==> config.mk <==
export PLATFORM = sky130hd
export DESIGN_NAME = load_store_unit_flat
export DESIGN_NICKNAME = d
export VERILOG_FILES = /design/src/rtl/load_store_unit_if.sv /design/src/rtl/load_store_unit.sv /design/src/flat_wrapper.sv
export SDC_FILE = /design/constraint.sdc
export NUM_CORES = 1
export LEC_CHECK = 0
export BUFFER_PORTS_ARGS = -buffer_cell sky130_fd_sc_hd__buf_2
export CAP_MARGIN = 20
export CORE_ASPECT_RATIO = 1.4
export CORE_MARGIN = 1.5
export CORE_UTILIZATION = 58
export CTS_BUF_LIST = sky130_fd_sc_hd__clkbuf_2 sky130_fd_sc_hd__clkbuf_4 sky130_fd_sc_hd__clkbuf_8
export DETAILED_ROUTE_END_ITERATION = 8
export PLACE_DENSITY = 0.89
export SLEW_MARGIN = 30
export SYNTH_ARGS = -nofsm -noshare
export SYNTH_HDL_FRONTEND = slang
export SYNTH_SLANG_ARGS = --single-unit
==> constraint.sdc <==
create_clock -name clk -period 6.59 [get_ports clk]
set_input_delay 0.659 -clock clk [delete_from_list [all_inputs] [get_ports clk]]
set_output_delay 0.659 -clock clk [all_outputs]
set_load 0.03 [all_outputs]
==> src/rtl/load_store_unit_if.sv <==
`default_nettype none
// ============================================================================
// Module      : load_store_unit_if
// Description : Bundle of the CPU request/response and data-memory signals
//               seen by the load/store unit.
//               slave  - the load/store unit itself.
//               master - the surrounding environment (execute stage + memory).
// Signals     : req_valid/req_ready/req_we/req_funct3/req_addr/req_wdata
//               resp_valid/resp_rdata/resp_err
//               mem_we/mem_addr/mem_wdata/mem_rdata
// Revision    : 1.0 - initial release
// ============================================================================
interface load_store_unit_if #(
  parameter int ADDRESS_WIDTH = 32,
  parameter int DATA_WIDTH    = 32
);
  logic                     req_valid;
  logic                     req_ready;
  logic                     req_we;
  logic [2:0]               req_funct3;
  logic [ADDRESS_WIDTH-1:0] req_addr;
  logic [DATA_WIDTH-1:0]    req_wdata;
  logic                     resp_valid;
  logic [DATA_WIDTH-1:0]    resp_rdata;
  logic                     resp_err;
  logic                     mem_we;
  logic [ADDRESS_WIDTH-3:0] mem_addr;
  logic [DATA_WIDTH-1:0]    mem_wdata;
  logic [DATA_WIDTH-1:0]    mem_rdata;

  modport slave (
    input  req_valid, req_we, req_funct3, req_addr, req_wdata, mem_rdata,
    output req_ready, resp_valid, resp_rdata, resp_err,
    output mem_we, mem_addr, mem_wdata
  );

  modport master (
    output req_valid, req_we, req_funct3, req_addr, req_wdata, mem_rdata,
    input  req_ready, resp_valid, resp_rdata, resp_err,
    input  mem_we, mem_addr, mem_wdata
  );
endinterface
`default_nettype wire

==> src/rtl/load_store_unit.sv <==
`default_nettype none
// ============================================================================
// Module      : load_store_unit
// Description : RV32I load/store unit in front of a word-addressed,
//               synchronous-read data memory. Byte/half stores are done as
//               read-modify-write; misaligned or illegal requests return an
//               error without any memory write.
// Ports       : clk   - clock, all state on the rising edge
//               rst_n - asynchronous active-low reset
//               bus   - load_store_unit_if.slave (request, response, memory)
// Revision    : 1.0 - initial release
// ============================================================================
module load_store_unit #(
  parameter int ADDRESS_WIDTH = 32,
  parameter int DATA_WIDTH    = 32
) (
  input  logic                clk,
  input  logic                rst_n,
  load_store_unit_if.slave    bus
);

  localparam logic [1:0] ST_IDLE    = 2'd0;
  localparam logic [1:0] ST_WAIT    = 2'd1;
  localparam logic [1:0] ST_CAPTURE = 2'd2;
  localparam logic [1:0] ST_RESP    = 2'd3;

  localparam logic [2:0] C_F3_B  = 3'b000;
  localparam logic [2:0] C_F3_H  = 3'b001;
  localparam logic [2:0] C_F3_W  = 3'b010;
  localparam logic [2:0] C_F3_BU = 3'b100;
  localparam logic [2:0] C_F3_HU = 3'b101;

  logic [1:0]               r_state;
  logic [2:0]               r_funct3;
  logic                     r_we;
  logic [1:0]               r_lane;
  logic [15:0]              r_wdata;      // only the low half is ever merged
  logic                     r_mem_we;
  logic [ADDRESS_WIDTH-3:0] r_mem_addr;
  logic [DATA_WIDTH-1:0]    r_mem_wdata;
  logic [DATA_WIDTH-1:0]    r_resp_rdata;
  logic                     r_resp_err;

  logic                     w_f3_bad;
  logic                     w_misaligned;
  logic                     w_err;
  logic [7:0]               w_byte;
  logic [15:0]              w_half;
  logic [DATA_WIDTH-1:0]    w_load_data;
  logic [DATA_WIDTH-1:0]    w_merge;

  // Request legality, evaluated on the raw request inputs in IDLE.
  always_comb begin
    w_f3_bad     = 1'b0;
    w_misaligned = 1'b0;
    if (bus.req_we) begin
      w_f3_bad = (bus.req_funct3 != C_F3_B) && (bus.req_funct3 != C_F3_H) &&
                 (bus.req_funct3 != C_F3_W);
    end else begin
      w_f3_bad = (bus.req_funct3 == 3'b011) || (bus.req_funct3 == 3'b110) ||
                 (bus.req_funct3 == 3'b111);
    end
    if (((bus.req_funct3 == C_F3_H) || (bus.req_funct3 == C_F3_HU)) &&
        bus.req_addr[0]) begin
      w_misaligned = 1'b1;
    end
    if ((bus.req_funct3 == C_F3_W) && (bus.req_addr[1:0] != 2'b00)) begin
      w_misaligned = 1'b1;
    end
    w_err = w_f3_bad || w_misaligned;
  end

  // Lane extraction for loads and lane replacement for sub-word stores.
  always_comb begin
    w_byte  = bus.mem_rdata[{r_lane, 3'b000} +: 8];
    w_half  = bus.mem_rdata[{r_lane[1], 4'b0000} +: 16];
    w_load_data = bus.mem_rdata;
    case (r_funct3)
      C_F3_B:  w_load_data = {{24{w_byte[7]}}, w_byte};
      C_F3_BU: w_load_data = {24'd0, w_byte};
      C_F3_H:  w_load_data = {{16{w_half[15]}}, w_half};
      C_F3_HU: w_load_data = {16'd0, w_half};
      default: w_load_data = bus.mem_rdata;
    endcase
    w_merge = bus.mem_rdata;
    if (r_funct3 == C_F3_B) begin
      w_merge[{r_lane, 3'b000} +: 8] = r_wdata[7:0];
    end else begin
      w_merge[{r_lane[1], 4'b0000} +: 16] = r_wdata;
    end
  end

  always_ff @(posedge clk or negedge rst_n) begin
    if (!rst_n) begin
      r_state      <= ST_IDLE;
      r_funct3     <= 3'd0;
      r_we         <= 1'b0;
      r_lane       <= 2'd0;
      r_wdata      <= 16'd0;
      r_mem_we     <= 1'b0;
      r_mem_addr   <= '0;
      r_mem_wdata  <= '0;
      r_resp_rdata <= '0;
      r_resp_err   <= 1'b0;
    end else begin
      case (r_state)
        ST_IDLE: begin
          if (bus.req_valid) begin
            r_funct3   <= bus.req_funct3;
            r_we       <= bus.req_we;
            r_lane     <= bus.req_addr[1:0];
            r_wdata    <= bus.req_wdata[15:0];
            r_mem_addr <= bus.req_addr[ADDRESS_WIDTH-1:2];
            if (w_err) begin
              r_resp_err   <= 1'b1;
              r_resp_rdata <= '0;
              r_state      <= ST_RESP;
            end else if (bus.req_we && (bus.req_funct3 == C_F3_W)) begin
              // Full-word store needs no read; it commits at the end of RESP.
              r_mem_we     <= 1'b1;
              r_mem_wdata  <= bus.req_wdata;
              r_resp_rdata <= '0;
              r_state      <= ST_RESP;
            end else begin
              r_state <= ST_WAIT;
            end
          end
        end
        ST_WAIT: begin
          // Memory samples the read address at the end of this cycle.
          r_state <= ST_CAPTURE;
        end
        ST_CAPTURE: begin
          if (r_we) begin
            r_mem_wdata  <= w_merge;
            r_mem_we     <= 1'b1;
            r_resp_rdata <= '0;
          end else begin
            r_resp_rdata <= w_load_data;
          end
          r_state <= ST_RESP;
        end
        ST_RESP: begin
          r_mem_we   <= 1'b0;
          r_resp_err <= 1'b0;
          r_state    <= ST_IDLE;
        end
        default: begin
          r_state <= ST_IDLE;
        end
      endcase
    end
  end

  assign bus.req_ready  = (r_state == ST_IDLE);
  assign bus.resp_valid = (r_state == ST_RESP);
  assign bus.resp_rdata = r_resp_rdata;
  assign bus.resp_err   = r_resp_err;
  assign bus.mem_we     = r_mem_we;
  assign bus.mem_addr   = r_mem_addr;
  assign bus.mem_wdata  = r_mem_wdata;

endmodule
`default_nettype wire

==> src/flat_wrapper.sv <==
// flat-port wrapper written by rule: the top's interface ports become plain ports
module load_store_unit_flat 
#(
  parameter int ADDRESS_WIDTH = 32,
  parameter int DATA_WIDTH    = 32
)
  (clk, rst_n, bus_req_valid, bus_req_we, bus_req_funct3, bus_req_addr, bus_req_wdata, bus_mem_rdata, bus_req_ready, bus_resp_valid, bus_resp_rdata, bus_resp_err, bus_mem_we, bus_mem_addr, bus_mem_wdata);
  load_store_unit_if #(.ADDRESS_WIDTH(ADDRESS_WIDTH), .DATA_WIDTH(DATA_WIDTH)) bus_i ();
  input  logic clk;
  input  logic rst_n;
  input wire logic [$bits(bus_i.req_valid)-1:0] bus_req_valid;
  input wire logic [$bits(bus_i.req_we)-1:0] bus_req_we;
  input wire logic [$bits(bus_i.req_funct3)-1:0] bus_req_funct3;
  input wire logic [$bits(bus_i.req_addr)-1:0] bus_req_addr;
  input wire logic [$bits(bus_i.req_wdata)-1:0] bus_req_wdata;
  input wire logic [$bits(bus_i.mem_rdata)-1:0] bus_mem_rdata;
  output wire logic [$bits(bus_i.req_ready)-1:0] bus_req_ready;
  output wire logic [$bits(bus_i.resp_valid)-1:0] bus_resp_valid;
  output wire logic [$bits(bus_i.resp_rdata)-1:0] bus_resp_rdata;
  output wire logic [$bits(bus_i.resp_err)-1:0] bus_resp_err;
  output wire logic [$bits(bus_i.mem_we)-1:0] bus_mem_we;
  output wire logic [$bits(bus_i.mem_addr)-1:0] bus_mem_addr;
  output wire logic [$bits(bus_i.mem_wdata)-1:0] bus_mem_wdata;
  assign bus_i.req_valid = bus_req_valid;
  assign bus_i.req_we = bus_req_we;
  assign bus_i.req_funct3 = bus_req_funct3;
  assign bus_i.req_addr = bus_req_addr;
  assign bus_i.req_wdata = bus_req_wdata;
  assign bus_i.mem_rdata = bus_mem_rdata;
  assign bus_req_ready = bus_i.req_ready;
  assign bus_resp_valid = bus_i.resp_valid;
  assign bus_resp_rdata = bus_i.resp_rdata;
  assign bus_resp_err = bus_i.resp_err;
  assign bus_mem_we = bus_i.mem_we;
  assign bus_mem_addr = bus_i.mem_addr;
  assign bus_mem_wdata = bus_i.mem_wdata;
  load_store_unit #(.ADDRESS_WIDTH(ADDRESS_WIDTH), .DATA_WIDTH(DATA_WIDTH)) u_core (.clk(clk), .rst_n(rst_n), .bus(bus_i));
endmodule
# Word level (Yosys, flattened, before mapping)
# Cells that the tools add are included.
# totals
inputBits	103
wordCells	88
reg_bits	120
out_inout_bits	98
# classes
addsub	2
n_reduce_logical	21
n_mux	29
eq_ne	20
n_shift	6
# ops
op	n
$mux W32	9
$pmux W32 S2	2
$pmux W32 S4	1
$bwmux W32	2
$shift A16 B7 Y32 const A	1
$shift A8 B7 Y32 const A	1
$shiftx A16 B7 Y32	1
$shiftx A32 B6 Y16	1
$shiftx A32 B6 Y8	1
$shiftx A8 B7 Y32	1
$eq A3 B3 Y1 const B	5
$neg A5 Y7	2
$reduce_and A5 Y1	2
$mux W1	9
$pmux W2 S4	1
$eq A3 B1 Y1 const B	2
$eq A3 B2 Y1 const B	2
$mux W2	3
$ne A2 B1 Y1 const B	3
$ne A3 B1 Y1 const B	2
$reduce_and A3 Y1	2
$reduce_bool A2 Y1	3
$reduce_bool A3 Y1	2
$logic_and A1 B1 Y1	5
other kinds (10)	15

# Longest topological paths before layout
# Gate-level depths: netlist of the first run.
# logic_depth
ltp_word	9
ltp_mapped	9

# Worst setup path before layout of the first run
# Ideal clock, no wire load.
# synth_timing
path_type	register to register
start	register u_core.r_lane[1]
end	register u_core.r_mem_wdata[10] (netlist: u_core.bus.mem_wdata[10])
slack_ns	4.290
period_less_slack_ns	2.300
path_stages_with_launch	10
setup_ns	0.125
arrival_ns	2.176
n_path_buf	3
path_cell_list	dfrtp_1 -> buf_2 -> buf_2 -> inv_1 -> ha_1 -> and4b_1 -> buf_1 -> a221oi_1 -> o2bb2ai_1 -> mux2_2
# synth_via
elab_chain_cells	6
# synth_rtl
item	line_no	rtl
start: declaration	load_store_unit.sv:36	logic [1:0] r_lane;
start signal: assignment	load_store_unit.sv:111	r_lane <= bus.req_addr[1:0];
$neg A5 Y7, on equally long branches	load_store_unit.sv:89, load_store_unit.sv:87	
$shiftx A16 B7 Y32 (tied with other cells)	load_store_unit.sv:89	w_merge[{r_lane[1], 4'b0000} +: 16] = r_wdata;
$bwmux W32, on equally long branches	load_store_unit.sv:89, load_store_unit.sv:87	
$mux W32 *	load_store_unit.sv:86	if (r_funct3 == C_F3_B) begin
$mux W32 *	load_store_unit.sv:134	if (r_we) begin
$pmux W32 S2 *	load_store_unit.sv:106	case (r_state)
end signal: assignment	load_store_unit.sv:121	r_mem_wdata <= bus.req_wdata;
end signal: assignment	load_store_unit.sv:135	r_mem_wdata <= w_merge;
end: declaration	load_store_unit.sv:40	logic [DATA_WIDTH-1:0] r_mem_wdata;
# Mark *: on every way between the ends. The rest lies on a longest branch, timed or not. The select of a mux whose other input is x is not followed.
# A chain may end at the register's enable or synchronous reset.

# Worst setup path after layout of the first run
# layout_timing
start	register u_core.r_lane[1]
end	register u_core.r_mem_wdata[0] (netlist: u_core.bus.mem_wdata[0])
# The elaborated chain is that of the path after synthesis.

==> results of run 1 <==
[layout by cell type (no fill, tap or decap), types with 2 or more instances in the layout]
master	synthesis	layout
buf_2	11	199
mux2_2	120	120
dfrtp_1	120	118
o21ai_0	52	52
o2bb2ai_1	39	39
a221oi_1	34	34
nand2_1	25	23
inv_1	20	19
a22o_1	18	18
clkbuf_8	0	18
mux2i_1	16	15
a21oi_1	9	9
o221ai_1	8	8
ha_1	9	8
nor2_1	7	7
o22ai_1	7	7
buf_4	0	7
o22a_1	5	5
nor2b_1	4	4
nand2b_1	4	4
clkinv_2	0	4
a22oi_1	3	3
clkbuf_4	0	3
bufinv_16	0	3
nor4bb_1	3	2
nand4_1	2	2
nand2_2	0	2
or2_2	2	2
a32o_1	2	2
dfrtp_2	0	2
[cells by family after synthesis]
family / after synthesis / share of synthesized area
mux: 137 / 0.231
compound gates: 184 / 0.208
fa+ha+maj: 9 / 0.0171
flops: 120 / 0.455
buf+inv: 66 / 0.0430
simple gates: 55 / 0.0465
[layer usage]
metal,up-vias,track usage,wire length [µm]
met3,53,0.0839,1690
met5,-,0,0
li1,2548,-,-
met2,353,0.571,9970
met1,2867,0.398,7390
met4,0,0.160,672
[cell type report]
cell class | count | share of cell area
multi-input cells | 385 | 0.414
flip-flops and latches | 120 | 0.373
repair buffers | 207 | 0.132
clock buffers | 21 | 0.0336
well taps | 141 | 0.0219
clock inverters | 9 | 0.0157
inverters | 20 | 0.00933
[cell usage after synthesis, types with 4 or more instances]
| library cell | number | area, µm² |
|---|---|---|
| a21oi_1 | 9 | 45.0 |
| o2bb2ai_1 | 39 | 342 |
| mux2i_1 | 16 | 160 |
| nor2b_1 | 4 | 25.0 |
| o22ai_1 | 7 | 43.8 |
| a221oi_1 | 34 | 298 |
| o22a_1 | 5 | 43.8 |
| nor2_1 | 7 | 26.3 |
| clkbuf_1 | 29 | 109 |
| inv_1 | 20 | 75.1 |
| nand2_1 | 25 | 93.8 |
| ha_1 | 9 | 113 |
| o221ai_1 | 8 | 70.1 |
| dfrtp_1 | 120 | 3000 |
| buf_2 | 11 | 55.1 |
| o21ai_0 | 52 | 260 |
| a22o_1 | 18 | 158 |
| mux2_2 | 120 | 1350 |
| nand2b_1 | 4 | 25.0 |
[worst max-delay path by stage]
stage / start / endpoint / slack (ps) / cells after the start
global route: u_core.r_lane[1]$_DFFE_PN0P_ / u_core.bus.mem_wdata[0]$_DFFE_PN0P_ / 3400 / 7
detailed placement: u_core.r_state[0]$_DFFE_PN0P_ / u_core.bus.resp_rdata[5]$_DFFE_PN0P_ / 3080 / 6
CTS: u_core.r_state[0]$_DFFE_PN0P_ / u_core.bus.resp_rdata[5]$_DFFE_PN0P_ / 3050 / 6
finish: u_core.r_lane[1]$_DFFE_PN0P_ / u_core.bus.mem_wdata[0]$_DFFE_PN0P_ / 3550 / 7
floorplan: u_core.r_lane[1]$_DFFE_PN0P_ / u_core.bus.mem_wdata[10]$_DFFE_PN0P_ / 4290 / 9
global placement: u_core.r_state[0]$_DFFE_PN0P_ / u_core.bus.resp_rdata[7]$_DFFE_PN0P_ / 2940 / 6
[state kept, by name (all words and copies together), names as in the netlist]
signal and cells:
u_core.bus.mem_wdata 32, u_core.bus.resp_rdata 32, u_core.bus.mem_addr 30, u_core.r_wdata 16
u_core.r_funct3 3, u_core.r_lane 2, u_core.r_state 2, u_core.bus.mem_we 1
u_core.bus.resp_err 1, u_core.r_we 1
[stage by stage]
step | instance area (µm²) | hold WS, ps | power, mW | util
global placement | 7630 | 469 | 3.94 | 0.695
finish | 8050 | 221 | 4.76 | 0.733
global route | 8050 | 288 | 5.00 | 0.733
CTS | 8040 | 401 | 4.73 | 0.732
detailed placement | 7640 | 473 | 4.04 | 0.696
floorplan | 6600 | 363 | 3.35 | -
[critical path, delay by kind of cell (launching register included)]
family | cells | cell delay (ps)
muxes | 1 | 170
and+or+nand+nor | 1 | 770
adders and majority gates | 1 | 410
AOI/OAI and AO/OA | 2 | 410
DFF | 1 | 340
buffers and inverters | 2 | 850
[power by group through the flow]
stage / registers, mW / clock network (mW) / logic, mW
4_1_cts: 1.39 / 0.689 / 2.65
3_3_place_gp: 1.38 / 0 / 2.56
5_1_grt: 1.44 / 0.716 / 2.84
3_5_place_dp: 1.40 / 0 / 2.64
6_report: 1.41 / 0.685 / 2.67
2_1_floorplan: 1.85 / 0 / 1.50
==> impl_metrics.env, run 1 <==
export IMPL_ctsHoldBuffers=0
export IMPL_first_pass_iters=5
export IMPL_gp_congestion=0.941
export IMPL_synthDistinctLibCells=42
export IMPL_cts_buffers=17
export IMPL_p_seq_frac=0.295
export IMPL_cap_violations=0
export IMPL_clockBufferDepth=2
export IMPL_clock_skew_final_ps=7.67
export IMPL_die_area_um2=12000
export IMPL_via_per_inst=6.45
export IMPL_status="finished clean"
export IMPL_insertion_delay_ps=440
export IMPL_vdd_ir_drop_max_v=0.000369
export IMPL_place_ws_ps=3080
export IMPL_grt_pass1_wl_um=30900
export IMPL_synth_flop_cell="dfrtp_1"
export IMPL_reg2reg_slack_ps=3550
export IMPL_synthArstFlopShare=1.00
export IMPL_fin_ws_ps=3550
export IMPL_diodes=0
export IMPL_register_area_um2=3010
export IMPL_hold_violations=0
export IMPL_crit_path_end_kind="flip-flop"
export IMPL_grt_max_degree=79
export IMPL_max_clock_freq_ghz=0.329
export IMPL_worst_setup_path_type="reg -> reg"
export IMPL_synth_edf_count=0
export IMPL_via_count=5821
export IMPL_grt_ovfl_total=0
export IMPL_setup_viol=0
export IMPL_p_sw_mw=2.21
export IMPL_num_fill_cells=782
export IMPL_routedWlPerCell_um=21.9
export IMPL_cpPeakStageDelay_ps=770
export IMPL_postCtsSetupBuffers=0
export IMPL_io_pins=201
export IMPL_cp_slowest_cell="nor4bb_2"
export IMPL_synth_seq_area_share=0.455
export IMPL_fin_setup_tns_ps=0
export IMPL_dpl_hpwl_um=14400
export IMPL_synth_warnings=0
export IMPL_r2r_start="u_core.r_lane[1]$_DFFE_PN0P_"
export IMPL_cellPowerDensity_nw_per_um2=591
export IMPL_synth_avg_cell_area_um2=11.6
export IMPL_crit_path_start_kind="flip-flop"
export IMPL_drt_initial_drc_count=510
export IMPL_row_count=45
export IMPL_core_area_um2=11000
export IMPL_r2r_end="u_core.bus.mem_wdata[0]$_DFFE_PN0P_"
export IMPL_final_max_slew_viol_count=0
export IMPL_worst_pin_slew_ps=856
export IMPL_critical_path_arrival_ps=3420
export IMPL_cts_root_buf="clkbuf_8"
export IMPL_antenna_left=0
export IMPL_crit_required_ps=6960
export IMPL_drc_errors=0
export IMPL_syn_inst=571
export IMPL_slew_headroom=0.421
export IMPL_initial_core_util=0.601
export IMPL_layout_nets=863
export IMPL_mappedNetlistArea_um2=6600
export IMPL_reg2regPathDepth=7
export IMPL_finalCriticalPeriod_ps=3040
export IMPL_die_width_um=93.1
export IMPL_drive_above_1_share=0.490
export IMPL_cts_resized_gates=0
export IMPL_synth_fp_nets=683
export IMPL_crit_fanout=59
export IMPL_grt_antenna_before_repair=0
export IMPL_intPower_mw=2.55
export IMPL_area_delta_synth_final_pct=22.0
export IMPL_hp_class="in -> async"
export IMPL_cts_tree="yes"
export IMPL_swShare=0.465
export IMPL_grt_pass1_vias=6058
export IMPL_crit_chain="buf_4, inv_1, ha_1, nor4bb_2, a221oi_1, o2bb2ai_1, mux2_2"
export IMPL_fin_cells=903
export IMPL_p_comb_frac=0.561
export IMPL_clock_power_share=0.144
export IMPL_fin_crit_sh=0.462
export IMPL_cts_clk_slew_worst_paths_ps=70
export IMPL_fp_dieH_um=129
export IMPL_clock_sinks=120
export IMPL_yosys_register_bits=120
export IMPL_track_usage=0.336
export IMPL_multi_input_area_um2=3340
export IMPL_wl_um=19700
export IMPL_rsz0062_at_grt="no"
export IMPL_dpl_cell_count=873
export IMPL_cts_htree_levels=4
export IMPL_power_leakage_nw=3.74
export IMPL_numPortBuffers=200
No activity file was read; power rests on OpenSTA's default activity.
==> inputs of run 2 (changes only) <==
CORE_UTILIZATION = 54   (was 58)
PLACE_DENSITY = 0.83   (was 0.89)
clock period = 2.8 ns   (was 6.59 ns; I/O delays follow)
==> run 2 against run 1 <==
Compared with the run above:
- core utilization shrank 4.7 points
- count of clock-buffer cells in the layout is 2 higher
- sequential power is 130% higher
- clock power is 130% higher
- die area is 7.2% higher
- flip-flop and latch count did not move
==> impl_metrics.env, run 2 (synthesis results as in run 1) <==
export IMPL_status="finished clean"
export IMPL_clock_skew_final_ps=7.42
export IMPL_critPathMostFrequentCell="buf_4"
export IMPL_cts_tree="yes"
export IMPL_via_count=5823
export IMPL_fin_crit_sh=0.813
export IMPL_core_area_um2=11900
export IMPL_area_delta_synth_final_pct=23.6
export IMPL_num_fill_cells=935
export IMPL_routedWlPerCell_um=21.8
export IMPL_io_pins=201
export IMPL_insertion_delay_ps=440
export IMPL_hold_violations=0
export IMPL_layout_commonest_cell="buf_2"
export IMPL_reg2reg_slack_ps=520
export IMPL_layout_nets=875
export IMPL_worst_pin_slew_ps=791
export IMPL_grt_max_degree=61
export IMPL_worst_setup_path_type="reg -> reg"
export IMPL_crit_fanout=35
export IMPL_clock_power_share=0.139
export IMPL_clockBufferDepth=2
export IMPL_multi_input_area_um2=3330
export IMPL_track_usage=0.326
export IMPL_grt_ovfl_total=0
export IMPL_dpl_hpwl_um=15000
export IMPL_crit_path_start_kind="flip-flop"
export IMPL_cts_htree_levels=4
export IMPL_register_area_um2=3000
export IMPL_cap_violations=0
export IMPL_gp_congestion=0.912
export IMPL_cellPowerDensity_nw_per_um2=1380
export IMPL_fin_cells=922
export IMPL_reg2regPathDepth=7
export IMPL_crit_chain="inv_1, ha_1, buf_4, nor2_1, a211oi_4, buf_4, mux2_2"
export IMPL_min_from="bus_req_addr[12]"
export IMPL_worstHoldPathCells=2
export IMPL_crit_required_ps=3120
export IMPL_grt_pass1_wl_um=31700
export IMPL_drc_errors=0
export IMPL_diodes=0
export IMPL_cpPeakStageDelay_ps=420
export IMPL_power_leakage_nw=3.81
export IMPL_postCtsSetupBuffers=0
export IMPL_crit_path_end_kind="flip-flop"
export IMPL_drt_initial_drc_count=440
export IMPL_fp_dieH_um=134
export IMPL_final_core_util=0.686
export IMPL_setup_viol=0
export IMPL_swShare=0.465
export IMPL_p_comb_frac=0.571
export IMPL_finalCriticalPeriod_ps=2280
export IMPL_r2r_start="u_core.r_state[0]$_DFFE_PN0P_"
export IMPL_antenna_left=0
export IMPL_cts_clk_slew_worst_paths_ps=70
export IMPL_hp_class="in -> reg"
export IMPL_fin_setup_tns_ps=0
export IMPL_p_seq_frac=0.289
export IMPL_clock_sinks=120
export IMPL_drive_above_1_share=0.489
export IMPL_row_count=47
export IMPL_crit_family="buffers and inverters"
export IMPL_vdd_ir_drop_max_v=0.000915
export IMPL_numPortBuffers=200
export IMPL_cp_slowest_cell="buf_4"
export IMPL_dpl_cell_count=890
export IMPL_grt_antenna_before_repair=0
export IMPL_final_max_slew_viol_count=0
export IMPL_intPower_mw=6.03
export IMPL_r2r_end="u_core.bus.mem_wdata[13]$_DFFE_PN0P_"
export IMPL_holdPathEnd="u_core.bus.mem_addr[10]$_DFFE_PN0P_"
export IMPL_critical_path_arrival_ps=2590
export IMPL_p_sw_mw=5.24
export IMPL_first_pass_iters=5
export IMPL_via_per_inst=6.32
export IMPL_critical_path_buf_inv_count=3
export IMPL_die_width_um=96.4
export IMPL_wl_um=20100
export IMPL_slew_headroom=0.465
export IMPL_cts_buffers=17
export IMPL_rsz0062_at_grt="no"
export IMPL_cts_root_buf="clkbuf_8"
export IMPL_max_clock_freq_ghz=0.440
export IMPL_die_area_um2=12900
export IMPL_grt_pass1_vias=6043
export IMPL_initial_core_util=0.556
export IMPL_mostFrequentLayoutCells="199 x buf_2, 120 x mux2_2, 119 x dfrtp_1"
-- run 2: cell count changes in the layout (fill, tap and decap cells not counted), sizes merged --
cell and change:
clkbuf +2, buf +11, dlygate4sd3 +1, bufinv -1
-- run 2: how the worst max path moves through the flow --
| stage | start | endpoint | slack (ps) | cells past startpoint |
|---|---|---|---|---|
| after global routing | u_core.r_state[1]$_DFFE_PN0P_ | u_core.bus.resp_rdata[6]$_DFFE_PN0P_ | 380 | 6 |
| final | u_core.r_state[0]$_DFFE_PN0P_ | u_core.bus.mem_wdata[13]$_DFFE_PN0P_ | 520 | 7 |
| after global placement | u_core.r_lane[1]$_DFFE_PN0P_ | u_core.bus.mem_wdata[22]$_DFFE_PN0P_ | 340 | 6 |
| after floorplan | u_core.r_lane[1]$_DFFE_PN0P_ | u_core.bus.mem_wdata[10]$_DFFE_PN0P_ | 500 | 9 |
| after detailed placement | u_core.r_state[0]$_DFFE_PN0P_ | u_core.bus.mem_wdata[1]$_DFFE_PN0P_ | 560 | 7 |
| after CTS | u_core.r_state[0]$_DFFE_PN0P_ | u_core.bus.mem_wdata[1]$_DFFE_PN0P_ | 550 | 7 |
-- run 2: worst register-to-register path, cell delays in order, from the launching register on --
cell,delay [ps]
dfrtp_1,410
inv_1,120
ha_1,180
buf_4,310
nor2_1,140
a211oi_4,170
buf_4,420
mux2_2,430
-- run 2: cell type report --
type / instances / area share
Clock buffer: 23 / 0.0365
Inverter: 20 / 0.00921
Sequential cell: 120 / 0.368
Clock inverter: 8 / 0.0118
Tap cell: 147 / 0.0226
Timing Repair Buffer: 219 / 0.143
Multi-Input combinational cell: 385 / 0.409
-- run 2: routing by layer --
| metal | routed length, µm | track usage | share of wire | up-vias |
|---|---|---|---|---|
| met5 | 0 | 0 | 0 | - |
| li1 | - | - | - | 2572 |
| met1 | 7680 | 0.395 | 0.38 | 2858 |
| met4 | 896 | 0.141 | 0.045 | 0 |
| met3 | 1510 | 0.0680 | 0.075 | 71 |
| met2 | 10000 | 0.553 | 0.50 | 322 |
-- run 2: per-stage QoR --
step	hold slack (ps)	power [mW]	setup WS (ps)	cell area [µm²]
4_1_cts	52.8	11.3	548	8150
6_report	71.0	11.3	525	8150
5_1_grt	49.9	11.9	382	8150
3_5_place_dp	406	9.65	565	7750
2_1_floorplan	-15.6	7.88	500	6600
3_3_place_gp	397	9.40	343	7730
-- run 2: what timing repair did --
item / 4_1_cts / 5_1_grt
resized for setup: 0 / 0
endpoints found under the hold margin: 57 / 0
hold buffers: 1 / 0
endpoints found under the setup margin: 0 / 0
-- run 2: power groups by stage --
stage | Sequential, mW | Combinational, mW | Clock [mW]
floorplan | 4.36 | 3.52 | 0
global placement | 3.21 | 6.19 | 0
detailed placement | 3.25 | 6.40 | 0
CTS | 3.24 | 6.42 | 1.60
global route | 3.35 | 6.89 | 1.67
finish | 3.26 | 6.44 | 1.57
